--- config.mk ---
export PLATFORM = sky130hd
export DESIGN_NAME = debug_ctrl_bp_flat
export DESIGN_NICKNAME = d
export VERILOG_FILES = /design/src/rtl/debug_ctrl_bp_pkg.sv /design/src/rtl/debug_ctrl_bp_if.sv /design/src/rtl/debug_ctrl_bp_table.sv /design/src/rtl/debug_ctrl_bp.sv /design/src/flat_wrapper.sv
export SDC_FILE = /design/constraint.sdc
export NUM_CORES = 1
export LEC_CHECK = 0
export ABC_AREA = 1
export CAP_MARGIN = 20
export CORE_MARGIN = 1.5
export CORE_UTILIZATION = 59
export DETAILED_ROUTE_END_ITERATION = 8
export PLACE_DENSITY = 0.8
export REMOVE_ABC_BUFFERS = 1
export SLEW_MARGIN = 20
export SYNTH_ARGS = -nofsm -noshare
export SYNTH_HDL_FRONTEND = slang
export SYNTH_HIERARCHICAL = 1
export SYNTH_SLANG_ARGS = --single-unit
--- constraint.sdc ---
create_clock -name clk -period 12.66 [get_ports clk]
set_input_delay 1.266 -clock clk [delete_from_list [all_inputs] [get_ports clk]]
set_output_delay 1.266 -clock clk [all_outputs]
set_load 0.03 [all_outputs]
--- src/rtl/debug_ctrl_bp_pkg.sv ---
// Shared command codes, FSM states and byte-enable helper
// for the breakpoint-capable debug controller.
package debug_pkg;

    localparam logic [3:0] FN_PAUSE     = 4'h1;
    localparam logic [3:0] FN_RESUME    = 4'h2;
    localparam logic [3:0] FN_STEP      = 4'h3;
    localparam logic [3:0] FN_RESET     = 4'h4;
    localparam logic [3:0] FN_STATUS    = 4'h5;
    localparam logic [3:0] FN_MEM_RD_B  = 4'h6;
    localparam logic [3:0] FN_MEM_RD_W  = 4'h7;
    localparam logic [3:0] FN_REG_RD    = 4'h8;
    localparam logic [3:0] FN_REG_WR    = 4'h9;
    localparam logic [3:0] FN_MEM_WR_B  = 4'hA;
    localparam logic [3:0] FN_MEM_WR_W  = 4'hB;
    localparam logic [3:0] FN_BR_PT_ADD = 4'hC;
    localparam logic [3:0] FN_BR_PT_RM  = 4'hD;

    typedef enum logic [3:0] {
        S_IDLE,
        S_WAIT_PAUSE,
        S_WAIT_RESUME,
        S_STEP_RUN,
        S_WAIT_MEM_RD,
        S_WAIT_MEM_WR,
        S_WAIT_REG_RD,
        S_WAIT_REG_WR,
        S_WAIT_RESET
    } state_t;

    function automatic logic [3:0] be_from_cmd(
        input logic [3:0] cmd,
        input logic [1:0] lane
    );
        logic [3:0] be;
        be = 4'b0000;
        if (cmd == FN_MEM_RD_W || cmd == FN_MEM_WR_W)
            be = 4'b1111;
        else if (cmd == FN_MEM_RD_B || cmd == FN_MEM_WR_B)
            be = 4'b0001 << lane;
        return be;
    endfunction

endpackage

--- src/rtl/debug_ctrl_bp_if.sv ---
// Command/MCU bundle between sdec, the debug controller
// and the MCU debug port.
interface debug_ctrl_bp_if #(
    parameter int NUM_BP = 8,
    parameter int ADDR_W = 32
);
    localparam int IDX_W = $clog2(NUM_BP);

    logic [3:0]        cmd;
    logic [ADDR_W-1:0] addr;
    logic              in_valid;
    logic [ADDR_W-1:0] pc;
    logic              mcu_busy;

    logic              pause;
    logic              reset;
    logic              resume;
    logic              out_valid;
    logic              reg_rd;
    logic              reg_wr;
    logic              mem_rd;
    logic              mem_wr;
    logic [3:0]        mem_be;
    logic              ctrlr_busy;
    logic              mcu_paused;
    logic              bp_hit;
    logic [IDX_W-1:0]  bp_hit_idx;
    logic              bp_full;
    logic              err_tmo;

    modport master (
        output cmd, addr, in_valid, pc, mcu_busy,
        input  pause, reset, resume, out_valid,
        input  reg_rd, reg_wr, mem_rd, mem_wr, mem_be,
        input  ctrlr_busy, mcu_paused, bp_hit,
        input  bp_hit_idx, bp_full, err_tmo
    );

    modport slave (
        input  cmd, addr, in_valid, pc, mcu_busy,
        output pause, reset, resume, out_valid,
        output reg_rd, reg_wr, mem_rd, mem_wr, mem_be,
        output ctrlr_busy, mcu_paused, bp_hit,
        output bp_hit_idx, bp_full, err_tmo
    );

endinterface

--- src/rtl/debug_ctrl_bp_table.sv ---
// Breakpoint address table: lowest-free-slot insert, indexed
// remove, and a combinational lowest-index PC match.
module bp_table #(
    parameter int NUM_BP = 8,
    parameter int ADDR_W = 32
) (
    input  logic                       clk,
    input  logic                       rst,
    input  logic                       i_add,
    input  logic                       i_rm,
    input  logic [ADDR_W-1:0]          i_addr,
    input  logic [$clog2(NUM_BP)-1:0]  i_rm_idx,
    input  logic [ADDR_W-1:0]          i_pc,
    output logic                       o_hit,
    output logic [$clog2(NUM_BP)-1:0]  o_idx,
    output logic                       o_full
);
    localparam int IDX_W = $clog2(NUM_BP);

    logic [ADDR_W-1:0] r_entry [NUM_BP];
    logic [NUM_BP-1:0] r_valid;
    logic [IDX_W-1:0]  w_free_idx;
    logic              w_has_free;

    // Descending scans so the lowest index wins
    always_comb begin
        w_free_idx = '0;
        w_has_free = 1'b0;
        o_hit      = 1'b0;
        o_idx      = '0;
        for (int k = NUM_BP - 1; k >= 0; k--) begin
            if (!r_valid[k]) begin
                w_free_idx = IDX_W'(k);
                w_has_free = 1'b1;
            end
            if (r_valid[k] && r_entry[k] == i_pc) begin
                o_idx = IDX_W'(k);
                o_hit = 1'b1;
            end
        end
    end

    assign o_full = ~w_has_free;

    always_ff @(posedge clk or posedge rst) begin
        if (rst) begin
            r_valid <= '0;
            for (int k = 0; k < NUM_BP; k++)
                r_entry[k] <= '0;
        end else begin
            if (i_add && w_has_free) begin
                r_entry[w_free_idx] <= i_addr;
                r_valid[w_free_idx] <= 1'b1;
            end
            if (i_rm)
                r_valid[i_rm_idx] <= 1'b0;
        end
    end

endmodule

--- src/rtl/debug_ctrl_bp.sv ---
// UART debug controller: decodes sdec commands into MCU
// strobes and auto-pauses the MCU on breakpoint hits.
module debug_ctrl_bp
    import debug_pkg::*;
#(
    parameter int NUM_BP = 8,
    parameter int ADDR_W = 32,
    parameter int TMO_W  = 16
) (
    input  logic           clk,
    input  logic           rst,
    debug_ctrl_bp_if.slave bus
);
    localparam int IDX_W = $clog2(NUM_BP);
    localparam logic [TMO_W-1:0] TMO_MAX = '1;

    state_t            r_state, w_next;
    logic [3:0]        r_cmd;
    logic [1:0]        r_addr;
    logic              r_paused;
    logic              r_sup;
    logic [ADDR_W-1:0] r_pc_res;
    logic [TMO_W-1:0]  r_tmo;
    logic [IDX_W-1:0]  r_hit_idx;

    logic             w_raw_hit, w_full, w_sup, w_match;
    logic             w_busy, w_accept, w_tmo;
    logic [IDX_W-1:0] w_hit_idx;
    logic             w_pause, w_reset, w_resume, w_ov;
    logic             w_rrd, w_rwr, w_mrd, w_mwr, w_err;
    logic [3:0]       w_be;
    logic             w_set_p, w_clr_p, w_arm, w_add, w_rm;

    bp_table #(
        .NUM_BP (NUM_BP),
        .ADDR_W (ADDR_W)
    ) u_bp (
        .clk      (clk),
        .rst      (rst),
        .i_add    (w_add),
        .i_rm     (w_rm),
        .i_addr   (bus.addr),
        .i_rm_idx (bus.addr[IDX_W-1:0]),
        .i_pc     (bus.pc),
        .o_hit    (w_raw_hit),
        .o_idx    (w_hit_idx),
        .o_full   (w_full)
    );

    // Suppression lasts only while PC sits where it was released
    assign w_sup    = r_sup & (bus.pc == r_pc_res);
    assign w_match  = ~rst & (r_state == S_IDLE) & ~r_paused
                    & ~w_sup & w_raw_hit;
    assign w_busy   = rst | (r_state != S_IDLE) | w_match;
    assign w_accept = bus.in_valid & ~w_busy;
    assign w_tmo    = (r_tmo == TMO_MAX);

    always_comb begin
        w_next   = r_state;
        w_pause  = 1'b0;
        w_reset  = 1'b0;
        w_resume = 1'b0;
        w_ov     = 1'b0;
        w_rrd    = 1'b0;
        w_rwr    = 1'b0;
        w_mrd    = 1'b0;
        w_mwr    = 1'b0;
        w_be     = 4'b0000;
        w_err    = 1'b0;
        w_set_p  = 1'b0;
        w_clr_p  = 1'b0;
        w_arm    = 1'b0;
        w_add    = 1'b0;
        w_rm     = 1'b0;
        unique case (r_state)
            S_IDLE: begin
                if (w_match) begin
                    w_pause = 1'b1;
                    w_ov    = 1'b1;
                    w_set_p = 1'b1;
                    w_next  = S_WAIT_PAUSE;
                end else if (w_accept) begin
                    unique case (bus.cmd)
                        FN_PAUSE: begin
                            w_pause = 1'b1;
                            w_ov    = 1'b1;
                            w_set_p = 1'b1;
                            w_next  = S_WAIT_PAUSE;
                        end
                        FN_RESUME: begin
                            w_resume = 1'b1;
                            w_ov     = 1'b1;
                            w_clr_p  = 1'b1;
                            w_arm    = 1'b1;
                            w_next   = S_WAIT_RESUME;
                        end
                        FN_RESET: begin
                            w_reset = 1'b1;
                            w_ov    = 1'b1;
                            w_clr_p = 1'b1;
                            w_arm   = 1'b1;
                            w_next  = S_WAIT_RESET;
                        end
                        FN_STEP: begin
                            if (r_paused) begin
                                w_resume = 1'b1;
                                w_ov     = 1'b1;
                                w_arm    = 1'b1;
                                w_next   = S_STEP_RUN;
                            end
                        end
                        FN_MEM_RD_B, FN_MEM_RD_W: begin
                            w_mrd  = 1'b1;
                            w_ov   = 1'b1;
                            w_be   = be_from_cmd(bus.cmd, bus.addr[1:0]);
                            w_next = S_WAIT_MEM_RD;
                        end
                        FN_MEM_WR_B, FN_MEM_WR_W: begin
                            w_mwr  = 1'b1;
                            w_ov   = 1'b1;
                            w_be   = be_from_cmd(bus.cmd, bus.addr[1:0]);
                            w_next = S_WAIT_MEM_WR;
                        end
                        FN_REG_RD: begin
                            w_rrd  = 1'b1;
                            w_ov   = 1'b1;
                            w_next = S_WAIT_REG_RD;
                        end
                        FN_REG_WR: begin
                            w_rwr  = 1'b1;
                            w_ov   = 1'b1;
                            w_next = S_WAIT_REG_WR;
                        end
                        FN_BR_PT_ADD: w_add = 1'b1;
                        FN_BR_PT_RM:
                            w_rm = (bus.addr[ADDR_W-1:IDX_W] == '0);
                        default: ;
                    endcase
                end
            end
            default: begin
                if (w_tmo) begin
                    w_err  = 1'b1;
                    w_next = S_IDLE;
                end else if (bus.mcu_busy) begin
                    w_ov = 1'b1;
                    case (r_state)
                        S_WAIT_PAUSE:  w_pause  = 1'b1;
                        S_WAIT_RESUME: w_resume = 1'b1;
                        S_STEP_RUN:    w_resume = 1'b1;
                        S_WAIT_RESET:  w_reset  = 1'b1;
                        S_WAIT_REG_RD: w_rrd    = 1'b1;
                        S_WAIT_REG_WR: w_rwr    = 1'b1;
                        S_WAIT_MEM_RD: w_mrd    = 1'b1;
                        S_WAIT_MEM_WR: w_mwr    = 1'b1;
                        default: ;
                    endcase
                    if (r_state == S_WAIT_MEM_RD ||
                        r_state == S_WAIT_MEM_WR)
                        w_be = be_from_cmd(r_cmd, r_addr);
                end else if (r_state == S_STEP_RUN) begin
                    w_pause = 1'b1;
                    w_ov    = 1'b1;
                    w_next  = S_WAIT_PAUSE;
                end else begin
                    w_next = S_IDLE;
                end
            end
        endcase
    end

    always_ff @(posedge clk or posedge rst) begin
        if (rst) begin
            r_state   <= S_IDLE;
            r_cmd     <= '0;
            r_addr    <= '0;
            r_paused  <= 1'b0;
            r_sup     <= 1'b0;
            r_pc_res  <= '0;
            r_tmo     <= '0;
            r_hit_idx <= '0;
        end else begin
            r_state <= w_next;
            if (w_accept) begin
                r_cmd  <= bus.cmd;
                r_addr <= bus.addr[1:0];
            end
            if (w_set_p)
                r_paused <= 1'b1;
            else if (w_clr_p)
                r_paused <= 1'b0;
            if (w_arm) begin
                r_sup    <= 1'b1;
                r_pc_res <= bus.pc;
            end else begin
                r_sup <= w_sup;
            end
            if (w_match)
                r_hit_idx <= w_hit_idx;
            if (w_next != r_state)
                r_tmo <= '0;
            else if (r_state != S_IDLE && bus.mcu_busy)
                r_tmo <= r_tmo + 1'b1;
        end
    end

    assign bus.pause      = w_pause;
    assign bus.reset      = w_reset;
    assign bus.resume     = w_resume;
    assign bus.out_valid  = w_ov;
    assign bus.reg_rd     = w_rrd;
    assign bus.reg_wr     = w_rwr;
    assign bus.mem_rd     = w_mrd;
    assign bus.mem_wr     = w_mwr;
    assign bus.mem_be     = w_be;
    assign bus.ctrlr_busy = w_busy;
    assign bus.mcu_paused = r_paused;
    assign bus.bp_hit     = w_match;
    assign bus.bp_hit_idx = r_hit_idx;
    assign bus.bp_full    = w_full;
    assign bus.err_tmo    = w_err;

endmodule

--- src/flat_wrapper.sv ---
// flat-port wrapper written by rule: the top's interface ports become plain ports
module debug_ctrl_bp_flat import debug_pkg::*;
#(
    parameter int NUM_BP = 8,
    parameter int ADDR_W = 32,
    parameter int TMO_W  = 16
)
  (clk, rst, bus_cmd, bus_addr, bus_in_valid, bus_pc, bus_mcu_busy, bus_pause, bus_reset, bus_resume, bus_out_valid, bus_reg_rd, bus_reg_wr, bus_mem_rd, bus_mem_wr, bus_mem_be, bus_ctrlr_busy, bus_mcu_paused, bus_bp_hit, bus_bp_hit_idx, bus_bp_full, bus_err_tmo);
  debug_ctrl_bp_if #(.NUM_BP(NUM_BP), .ADDR_W(ADDR_W)) bus_i ();
  input  logic clk;
  input  logic rst;
  input wire logic [$bits(bus_i.cmd)-1:0] bus_cmd;
  input wire logic [$bits(bus_i.addr)-1:0] bus_addr;
  input wire logic [$bits(bus_i.in_valid)-1:0] bus_in_valid;
  input wire logic [$bits(bus_i.pc)-1:0] bus_pc;
  input wire logic [$bits(bus_i.mcu_busy)-1:0] bus_mcu_busy;
  output wire logic [$bits(bus_i.pause)-1:0] bus_pause;
  output wire logic [$bits(bus_i.reset)-1:0] bus_reset;
  output wire logic [$bits(bus_i.resume)-1:0] bus_resume;
  output wire logic [$bits(bus_i.out_valid)-1:0] bus_out_valid;
  output wire logic [$bits(bus_i.reg_rd)-1:0] bus_reg_rd;
  output wire logic [$bits(bus_i.reg_wr)-1:0] bus_reg_wr;
  output wire logic [$bits(bus_i.mem_rd)-1:0] bus_mem_rd;
  output wire logic [$bits(bus_i.mem_wr)-1:0] bus_mem_wr;
  output wire logic [$bits(bus_i.mem_be)-1:0] bus_mem_be;
  output wire logic [$bits(bus_i.ctrlr_busy)-1:0] bus_ctrlr_busy;
  output wire logic [$bits(bus_i.mcu_paused)-1:0] bus_mcu_paused;
  output wire logic [$bits(bus_i.bp_hit)-1:0] bus_bp_hit;
  output wire logic [$bits(bus_i.bp_hit_idx)-1:0] bus_bp_hit_idx;
  output wire logic [$bits(bus_i.bp_full)-1:0] bus_bp_full;
  output wire logic [$bits(bus_i.err_tmo)-1:0] bus_err_tmo;
  assign bus_i.cmd = bus_cmd;
  assign bus_i.addr = bus_addr;
  assign bus_i.in_valid = bus_in_valid;
  assign bus_i.pc = bus_pc;
  assign bus_i.mcu_busy = bus_mcu_busy;
  assign bus_pause = bus_i.pause;
  assign bus_reset = bus_i.reset;
  assign bus_resume = bus_i.resume;
  assign bus_out_valid = bus_i.out_valid;
  assign bus_reg_rd = bus_i.reg_rd;
  assign bus_reg_wr = bus_i.reg_wr;
  assign bus_mem_rd = bus_i.mem_rd;
  assign bus_mem_wr = bus_i.mem_wr;
  assign bus_mem_be = bus_i.mem_be;
  assign bus_ctrlr_busy = bus_i.ctrlr_busy;
  assign bus_mcu_paused = bus_i.mcu_paused;
  assign bus_bp_hit = bus_i.bp_hit;
  assign bus_bp_hit_idx = bus_i.bp_hit_idx;
  assign bus_bp_full = bus_i.bp_full;
  assign bus_err_tmo = bus_i.err_tmo;
  debug_ctrl_bp #(.NUM_BP(NUM_BP), .ADDR_W(ADDR_W), .TMO_W(TMO_W)) u_core (.clk(clk), .rst(rst), .bus(bus_i));
endmodule
* Word-level counts from Yosys, hierarchy flattened
Cells that the tools add are included.
Operators by class: $add $sub $neg 1, magnitude comparators 6, eq/ne operators 35, shift operators 2, multiplexer cells 141, bitwise gates (word level) 17, reductions and logical operators 29
Operators by type and width (number):
- == test 32 bit | 9
- bitwise mux 256 bit | 1
- demux 32 bit (select 3 bit) | 1
- 2-to-1 mux 1 bit | 95
- 2-to-1 mux 4 bit | 17
- 2-to-1 mux 3 bit | 16
- == test 4 x 3 -> 1 bit, second input constant | 9
- == test 4 bit, second input constant | 9
- 2-to-1 mux 16 bit | 2
- 2-to-1 mux 32 bit | 1
- one-hot mux 4 bit (8 select lines) | 1
- zero test 29 bit | 1
- adder 16 x 1 -> 16 bit, second input constant | 1
- == test 16 bit, second input constant | 1
- == test 4 x 2 -> 1 bit, second input constant | 4
- 2-to-1 mux 8 bit | 2
- logical AND 1 bit | 13
- OR reduction 9 bit | 1
- AND 8 bit | 1
- == test 4 x 1 -> 1 bit, second input constant | 2
- < comparator 3 x 4 -> 1 bit, second input constant | 2
- NOT 8 bit | 1
- bitwise OR 8 bit | 1
- OR reduction 2 bit | 4
- 16 further kinds | 36
Word-level totals: register bits after elaboration 327, input bits 72, output and inout bits 20, logic and storage cells 248

* Longest topological paths before layout
Gate-level depths: netlist of the first run.
depth after elaboration 21, mapped depth 26, depth with buffers taken out 22

* By module
The synthesis of the first run kept the hierarchy.
Modules (own cells, without submodules):
- bp_table | times used 1, cells each 1648, area each 13492.9 µm², sequential area each 6606.3 µm²
- debug_ctrl_bp | times used 1, cells each 591, area each 4219.0 µm², sequential area each 1576.5 µm²

* Least setup slack after synthesis of the first run
Ideal clock, no wire load.
path kind input to output, start input bus_pc[15], end output bus_mem_be[0], arrival 3.580 ns, required time 11.394 ns, slack 7.814 ns, cell stages on the path 19, buffers on the path 2, cell sequence buf_4 > inv_1 > nand2_1 > nand2_1 > inv_1 > nand2_1 > nor2_1 > nand2_1 > nor2_1 > nand3_1 > o21ai_0 > nor2_1 > nand3_1 > nand2_1 > nor2_4 > a21oi_2 > nand2_4 > clkbuf_1 > o21ai_0
On the way: word-level cells in the longest chain between the ends 17, elaborated cells between the ends (all ways) 35, those cells by class 9 x eq/ne; 11 x mux; 7 x bitwise; 8 x reduce/logical
RTL lines:
- start, declared | RTL line flat_wrapper.sv:15 | input wire logic [$bits(bus_i.pc)-1:0] bus_pc;
- == test 32 bit | RTL line debug_ctrl_bp_table.sv:36 | if (r_valid[k] && r_entry[k] == i_pc) begin
- logical AND 1 bit | RTL line debug_ctrl_bp_table.sv:36
- 2-to-1 mux 1 bit (7 in series) | RTL line debug_ctrl_bp_table.sv:36
- 2-to-1 mux 1 bit (*) | RTL line debug_ctrl_bp_table.sv:36
- via u_core.w_raw_hit | RTL line debug_ctrl_bp.sv:26 | logic w_raw_hit, w_full, w_sup, w_match;
- AND 1 bit (*) | RTL line debug_ctrl_bp.sv:53 | & ~w_sup & w_raw_hit;
- bitwise OR 1 bit | RTL line debug_ctrl_bp.sv:54 | assign w_busy = rst | (r_state != S_IDLE) | w_match;
- NOT 1 bit | RTL line debug_ctrl_bp.sv:55 | assign w_accept = bus.in_valid & ~w_busy;
- AND 1 bit | RTL line debug_ctrl_bp.sv:55
- 2-to-1 mux 4 bit | RTL line debug_ctrl_bp.sv:82 | end else if (w_accept) begin
- 2-to-1 mux 4 bit (*) | RTL line debug_ctrl_bp.sv:77 | if (w_match) begin
- 2-to-1 mux 4 bit (*) | RTL line debug_ctrl_bp.sv:75 | unique case (r_state)
- end, declared | RTL line flat_wrapper.sv:25 | output wire logic [$bits(bus_i.mem_be)-1:0] bus_mem_be;
The timed path passes the listed nets; every way through them passes the cells marked *.

* Final worst setup path of the first run
start input bus_pc[9], end output bus_reg_rd
On the way: word-level cells in the longest chain between the ends 17, elaborated cells between the ends (all ways) 35, those cells by class 9 x eq/ne; 11 x mux; 7 x bitwise; 8 x reduce/logical
RTL lines:
- == test 32 bit | RTL line debug_ctrl_bp_table.sv:36
- logical AND 1 bit | RTL line debug_ctrl_bp_table.sv:36
- 2-to-1 mux 1 bit (7 in series) | RTL line debug_ctrl_bp_table.sv:36
- 2-to-1 mux 1 bit (*) | RTL line debug_ctrl_bp_table.sv:36
- via u_core.w_raw_hit | RTL line debug_ctrl_bp.sv:26
- AND 1 bit (*) | RTL line debug_ctrl_bp.sv:53
- bitwise OR 1 bit | RTL line debug_ctrl_bp.sv:54
- NOT 1 bit | RTL line debug_ctrl_bp.sv:55
- AND 1 bit | RTL line debug_ctrl_bp.sv:55
- 2-to-1 mux 1 bit | RTL line debug_ctrl_bp.sv:82
- 2-to-1 mux 1 bit (*) | RTL line debug_ctrl_bp.sv:77
- 2-to-1 mux 1 bit (*) | RTL line debug_ctrl_bp.sv:75
- end, declared | RTL line flat_wrapper.sv:21 | output wire logic [$bits(bus_i.reg_rd)-1:0] bus_reg_rd;
Marks and branches as above.

==> results.cfg, run 1 <==
[drt]
drc = 0
dr.max_layer_used = met4
final_antenna_net_count = 0
wire_per_inst_um = 22.6
drt_iter0_markers = 2384
dr.pass1.iters = 6
wl_met1_um = 23500
vias_per_cell = 6.06
wl_met2_um = 27400
wl_met3_um = 5720
drt-total-wl_um = 61000
via_count = 16400

[yosys]
synth_top_area_cell = dfrtp_1
synthCells = 2239
yosysSeqAreaShare_pct = 46.2
ys_seq_elements = 327
ys_types = 55
syn-mean-instance-area_um2 = 7.91
async_reset_ff_share_pct = 100
post-synth-top-area-fraction_pct = 46.2
ys.flop_type = dfrtp_1
synth_area_leaders = dfrtp_1 (46%), nand2_1 (15%), o21ai_0 (7.3%)
synth-edff-count = 0
yosysWarnings = 6
syn-cell-area_mm2 = 0.0177

[worst_setup_path]
slowest_delay_ns = 0.73
critPathMaxFanout = 28
critPathCaptureType = output pin
timing.critical_path.cells = clkdlybuf4s50_1, inv_1, nand2_1, o21ai_0, a21oi_1, nand4_1, nor2_1, nand3_1, o21a_2, nand3_1, nand2_1, nor2_4, a21oi_2, nand2_4, inv_2, nand3_1, o41ai_1, clkdlybuf4s50_1
critical_path.top_delay_family = buffers and inverters
path_buf_inv = 4
crit_arrival_ns = 5.50
worst-setup-path-type = input pin to output pin
critPathSlowestCell = clkdlybuf4s50_1
critPathRequiredTime_ns = 11.39
cpMostUsedCell = nand3_1
start_kind = input pin

[final_layout]
nFillCells = 2496
layout_common_cells = nand2_1 (688), dfrtp_1 (327), o21ai_0 (260)
final_cells = 2702
final_common_cell = nand2_1
drive_above_1_share_pct = 8.79
final_core_util_pct = 67.1
syn_to_final_growth_pct = 12.0
nNetsFinal = 2356

[run_status]
outcome = completed

[power_and_ir_drop]
internal-power_uw = 2010
sw_frac_of_total_pct = 29.1
post-layout-total-power_uw = 2830
ir_worst_vdd_v = 0.000122
p_comb_share_pct = 17.0
switching_power_uw = 822
p_leak_uw = 0.00911
pwr-share-clk_pct = 41.7
power.density_mw_per_mm2 = 143
seqPwrFrac_pct = 41.3

[timing]
finalCriticalPeriod_ns = 6.77
hold_violations = 0
finalCritPeriodShare_pct = 53.4
fin_skew_ns = 0.0253
setup-tns-final_ns = 0
setup_viol_count_final = 0
tightestPinTransition_ns = 1.00
rsz0062_at_grt = false
fmax_ghz = 0.148
timing.slew.headroom_pct = 33.3
slew_viol_final = 0

[global_route]
grt_pass1_vias = 15400
antenna_found_initial = 2
grt_max_degree = 110
overflow = 0
grtUsageTotal_pct = 40.0
grt_pass1_wl_um = 92000

[place]
place_congestion = 1.12
portBuffers = 91
place_inst = 2634
post-dp-hpwl_um = 43700

[floorplanning]
core_mm2 = 0.0296
pin_count = 92
initial_core_util_pct = 59.9
std_cell_rows = 63
fp.dieW_um = 176
die_area_mm2 = 0.0311
die_h_um = 176

[clocking]
cts_resized = 0
clkLatencyLatePin_ns = 0.54
cts-htree-levels = 2
cts.sinks = 327
clockBufferDepth = 3
cts_buffers = 37
cts_tree = yes
cts_hold_buf = 0
cts_setup_buffers = 0
path_clk_slew_ns = 0.06
cts_root_buf = clkbuf_16

[flow_run]
maxCapViolCount = 0

[hold_path]
worst_hold_path_type = flop to flop
-- synth_stat cells, drive strengths merged, types with 29 or more instances --
cell / n
nand3: 48
o21ai: 372
buf: 75
dfrtp: 327
xor2: 33
xnor2: 67
nor3: 39
nor2: 150
o22ai: 35
inv: 225
nand2: 701
nand4: 29
-- worst reg2reg max path, stage by stage, from the launching register on --
cell and delay (ns):
dfrtp_1 0.44, o21ai_0 0.39, a21oi_1 0.16, nand4_1 0.12, nor2_1 0.05, nand3_1 0.12
o21a_2 0.20, nand3_1 0.18, nand2_1 0.17, nor2_4 0.06, a21oi_2 0.20, nand2_4 0.20
nor2_1 0.45, inv_1 0.20, a2111oi_4 0.46, nand2_2 0.20, buf_4 0.37, nand2_1 0.21
o21ai_0 0.09
-- metal layers --
metal  global-route usage, %  up-vias
met5                       0        -
met3                    5.47      246
met4                    25.0        0
met2                    62.5      957
li1                        -     7363
met1                    52.8     7804
-- worst paths after layout --
kind | start | end | slack (ns) | cells past startpoint
min | u_core/bus.bp_hit_idx[2] | u_core/bus.bp_hit_idx[2] | 0.49 | 2
max reg2reg | u_core/u_bp/r_entry[141] | u_core/u_bp/r_entry[1] | 8.25 | 18
min reg2reg | u_core/bus.bp_hit_idx[2] | u_core/bus.bp_hit_idx[2] | 0.49 | 2
max | bus_pc[9] | bus_reg_rd | 5.89 | 18
min in group asynchronous | rst | u_core/r_pc_res[20] | 1.25 | 2
max in group asynchronous | rst | u_core/u_bp/r_entry[52] | 9.68 | 3
-- stage by stage --
step / area [um2] / hold WS (ns) / setup slack [ns]
6_report: 19800 / 0.486 / 5.89
2_1_floorplan: 17000 / 0.453 / 4.13
4_1_cts: 19800 / 0.483 / 6.09
3_3_place_gp: 18500 / 0.466 / 6.16
3_5_place_dp: 18500 / 0.467 / 6.11
5_1_grt: 19800 / 0.500 / 5.75
-- sequential cells by signal, indices dropped and copies added (netlist names) --
signal / flops
u_core/bus.bp_hit_idx: 3
u_core/bus.mcu_paused: 1
u_core/r_addr: 2
u_core/r_cmd: 4
u_core/r_pc_res: 32
u_core/r_state: 4
u_core/r_sup: 1
u_core/r_tmo: 16
u_core/u_bp/r_entry: 256
u_core/u_bp/r_valid: 8
-- kinds of logic (layout without fill, tap and decap cells) --
kind of cell	after synthesis	count (layout)	synth area share, %
fa+ha+maj	1	1	0.0706
flops	327	327	46.2
buf+inv	324	395	8.99
simple gates	1004	1004	23.5
other cells	0	2	0
mux	1	1	0.0565
compound gates	482	482	16.3
xor+xnor	100	100	4.94
-- power groups by stage --
stage | Clock, uW | Combinational (uW) | Sequential (uW)
final | 1180 | 481 | 1170
after floorplan | 0 | 303 | 1170
after CTS | 1190 | 475 | 1170
after detailed placement | 0 | 473 | 1180
after global placement | 0 | 465 | 1180
after global routing | 1230 | 527 | 1170
-- area by class of cell --
class	instances	area [um2]	share of cell area, %
antenna	2	5.00	0.0252
tap	390	488	2.46
inverter	227	860	4.33
timing repair buffer	102	997	5.03
sequential	327	8180	41.3
clock inverter	13	248	1.25
clock buffer	53	1090	5.48
multi-input combinational	1588	7970	40.2
Note: power is estimated with default switching activity, not from simulation.
==> run 2, diff against run 1 <==
clock period = 6.6 ns   (was 12.66 ns; I/O delays follow)
==> run 2 against run 1 <==
Net effect: clock power up 82%; non-clock buffer count up 13; combinational power is 92% higher; global-route usage is 1.2 points lower; worst setup slack got worse by 4.7 ns; cell area is 0.15% higher; critical path depth is 1 lower; worst hold slack worse by 0.0066 ns; via count grew 0.15%; die area unchanged; sequential share of layout area shrank 0.060 points; sequential power grew 91%; critical path type unchanged; largest cell class unchanged; largest power group is now registers.
==> results.cfg, run 2 (synthesis gave the netlist of run 1 again) <==
[clocking]
cts.sinks = 327
cts_tree = yes
cts_root_buf = clkbuf_16
path_clk_slew_ns = 0.05
cts_resized = 0
cts-htree-levels = 2
cts_buffers = 37
cts_setup_buffers = 0
clkLatencyLatePin_ns = 0.54
clockBufferDepth = 3
cts_hold_buf = 0

[hold_path]
hold_depth = 2
worst_hold_path_type = flop to flop
hold_start = u_core/bus.bp_hit_idx[2]
min_to = u_core/bus.bp_hit_idx[2]

[floorplanning]
pin_count = 92
die_h_um = 176
std_cell_rows = 63
fp.dieW_um = 176
initial_core_util_pct = 59.9
core_mm2 = 0.0296
die_area_mm2 = 0.0311

[drt]
drt_iter0_markers = 2363
wire_per_inst_um = 21.8
drc = 0
final_antenna_net_count = 0
dr.pass1.iters = 6
drt-total-wl_um = 59100
vias_per_cell = 6.04
via_count = 16400

[timing]
fin_skew_ns = 0.0233
rsz0062_at_grt = false
hold_violations = 0
hold_slack_ns = 0.479
tightestPinTransition_ns = 1.07
slew_viol_final = 0
fmax_ghz = 0.184
finalCriticalPeriod_ns = 5.43
setup_viol_count_final = 0
setup-tns-final_ns = 0
timing.slew.headroom_pct = 28.2
finalCritPeriodShare_pct = 82.3

[worst_setup_path]
critPathMaxFanout = 28
slowest_delay_ns = 0.91
critPathRequiredTime_ns = 5.94
rr_endpoint = u_core/u_bp/r_entry[43]
critPathSlowestCell = clkdlybuf4s50_1
r2r_cells = 16
critPathCaptureType = output pin
critical_path.top_delay_family = buffers and inverters
timing.critical_path.cells = clkdlybuf4s50_1, buf_4, xnor2_1, nand2_1, nor3_1, nand3_1, nor2_1, nor2_1, nand3_1, nand2_1, nor2_4, a21oi_2, nand2_4, inv_2, nand3_1, o41ai_1, clkdlybuf4s50_1
start_kind = input pin
crit_arrival_ns = 4.77
worst-setup-path-type = input pin to output pin
r2r_slack_ns = 2.19
cpMostUsedCell = nand3_1
path_buf_inv = 4
r2r_start = u_core/u_bp/r_entry[226]

[flow_run]
maxCapViolCount = 0

[power_and_ir_drop]
seqPwrFrac_pct = 42.2
ir_worst_vdd_v = 0.000176
p_leak_uw = 0.00914
power.density_mw_per_mm2 = 268
p_comb_share_pct = 17.4
switching_power_uw = 1590
sw_frac_of_total_pct = 29.9
post-layout-total-power_uw = 5320
pwr-share-clk_pct = 40.4
internal-power_uw = 3730

[final_layout]
syn_to_final_growth_pct = 12.1
nFillCells = 2431
top_regs = u_core/u_bp/r_entry: 256 flops, u_core/r_pc_res: 32 flops, u_core/r_tmo: 16 flops
largest_reg_flops = 256
multi_input_area_mm2 = 0.00797
top_register = u_core/u_bp/r_entry
layout_common_cells = nand2_1 (688), dfrtp_1 (327), o21ai_0 (260)
nNetsFinal = 2369
final_cells = 2713
diodes = 0
final_core_util_pct = 67.2
drive_above_1_share_pct = 9.34
seq_area_mm2 = 0.00818
final_common_cell = nand2_1

[place]
portBuffers = 91
place_congestion = 1.06
place_inst = 2647
post-dp-hpwl_um = 41500

[global_route]
grt_pass1_vias = 15700
overflow = 0
grtUsageTotal_pct = 38.7
grt_pass1_wl_um = 90100
grt_max_degree = 120
antenna_found_initial = 1

[run_status]
outcome = completed
[run 2: worst max path at each step]
| stage | start | to | slack [ns] | cells after the start |
|---|---|---|---|---|
| 3_5_place_dp | bus_pc[28] | u_core/u_bp/r_entry[54] | 1.07 | 21 |
| 3_3_place_gp | bus_pc[28] | u_core/u_bp/r_entry[173] | 1.20 | 21 |
| 4_1_cts | bus_pc[6] | bus_reg_rd | 1.29 | 16 |
| 6_report | bus_pc[30] | bus_reg_rd | 1.17 | 17 |
| 2_1_floorplan | rst | u_core/u_bp/r_entry[0] | -1.33 | 1 |
| 5_1_grt | bus_pc[5] | bus_reg_rd | 0.92 | 19 |
[run 2: layer usage]
metal	GRT usage, %	up-vias	part of all wire, %
met5	0	-	0
met4	24.8	0	7.5
met3	9.84	264	12
met2	59.0	1045	44
met1	49.3	7717	37
li1	-	7369	-
[run 2: final cells by class]
cell class / count / share of cell area, %
clock buffer: 49 / 5.35
multi-input combinational: 1588 / 40.1
inverter: 227 / 4.33
sequential: 327 / 41.2
clock inverter: 17 / 0.995
tap: 390 / 2.46
timing repair buffer: 115 / 5.56
[run 2: power by group through the flow]
stage	clock network, uW	registers, uW	logic (uW)
after global routing	2250	2260	1010
after global placement	0	2260	896
after CTS	2160	2240	915
final	2150	2240	925
after floorplan	0	2250	581
after detailed placement	0	2270	911
[run 2: metrics by stage]
stage | worst slack, ns | area (um2)
finish | 1.17 | 19900
global route | 0.918 | 19900
CTS | 1.29 | 19900
detailed placement | 1.07 | 18600
global placement | 1.20 | 18600
floorplan | -1.33 | 17000
[run 2: worst min-delay path: stages, from the launching register on]
cell and delay [ns]:
dfrtp_1 0.34, nand2_1 0.05, nand2_1 0.05
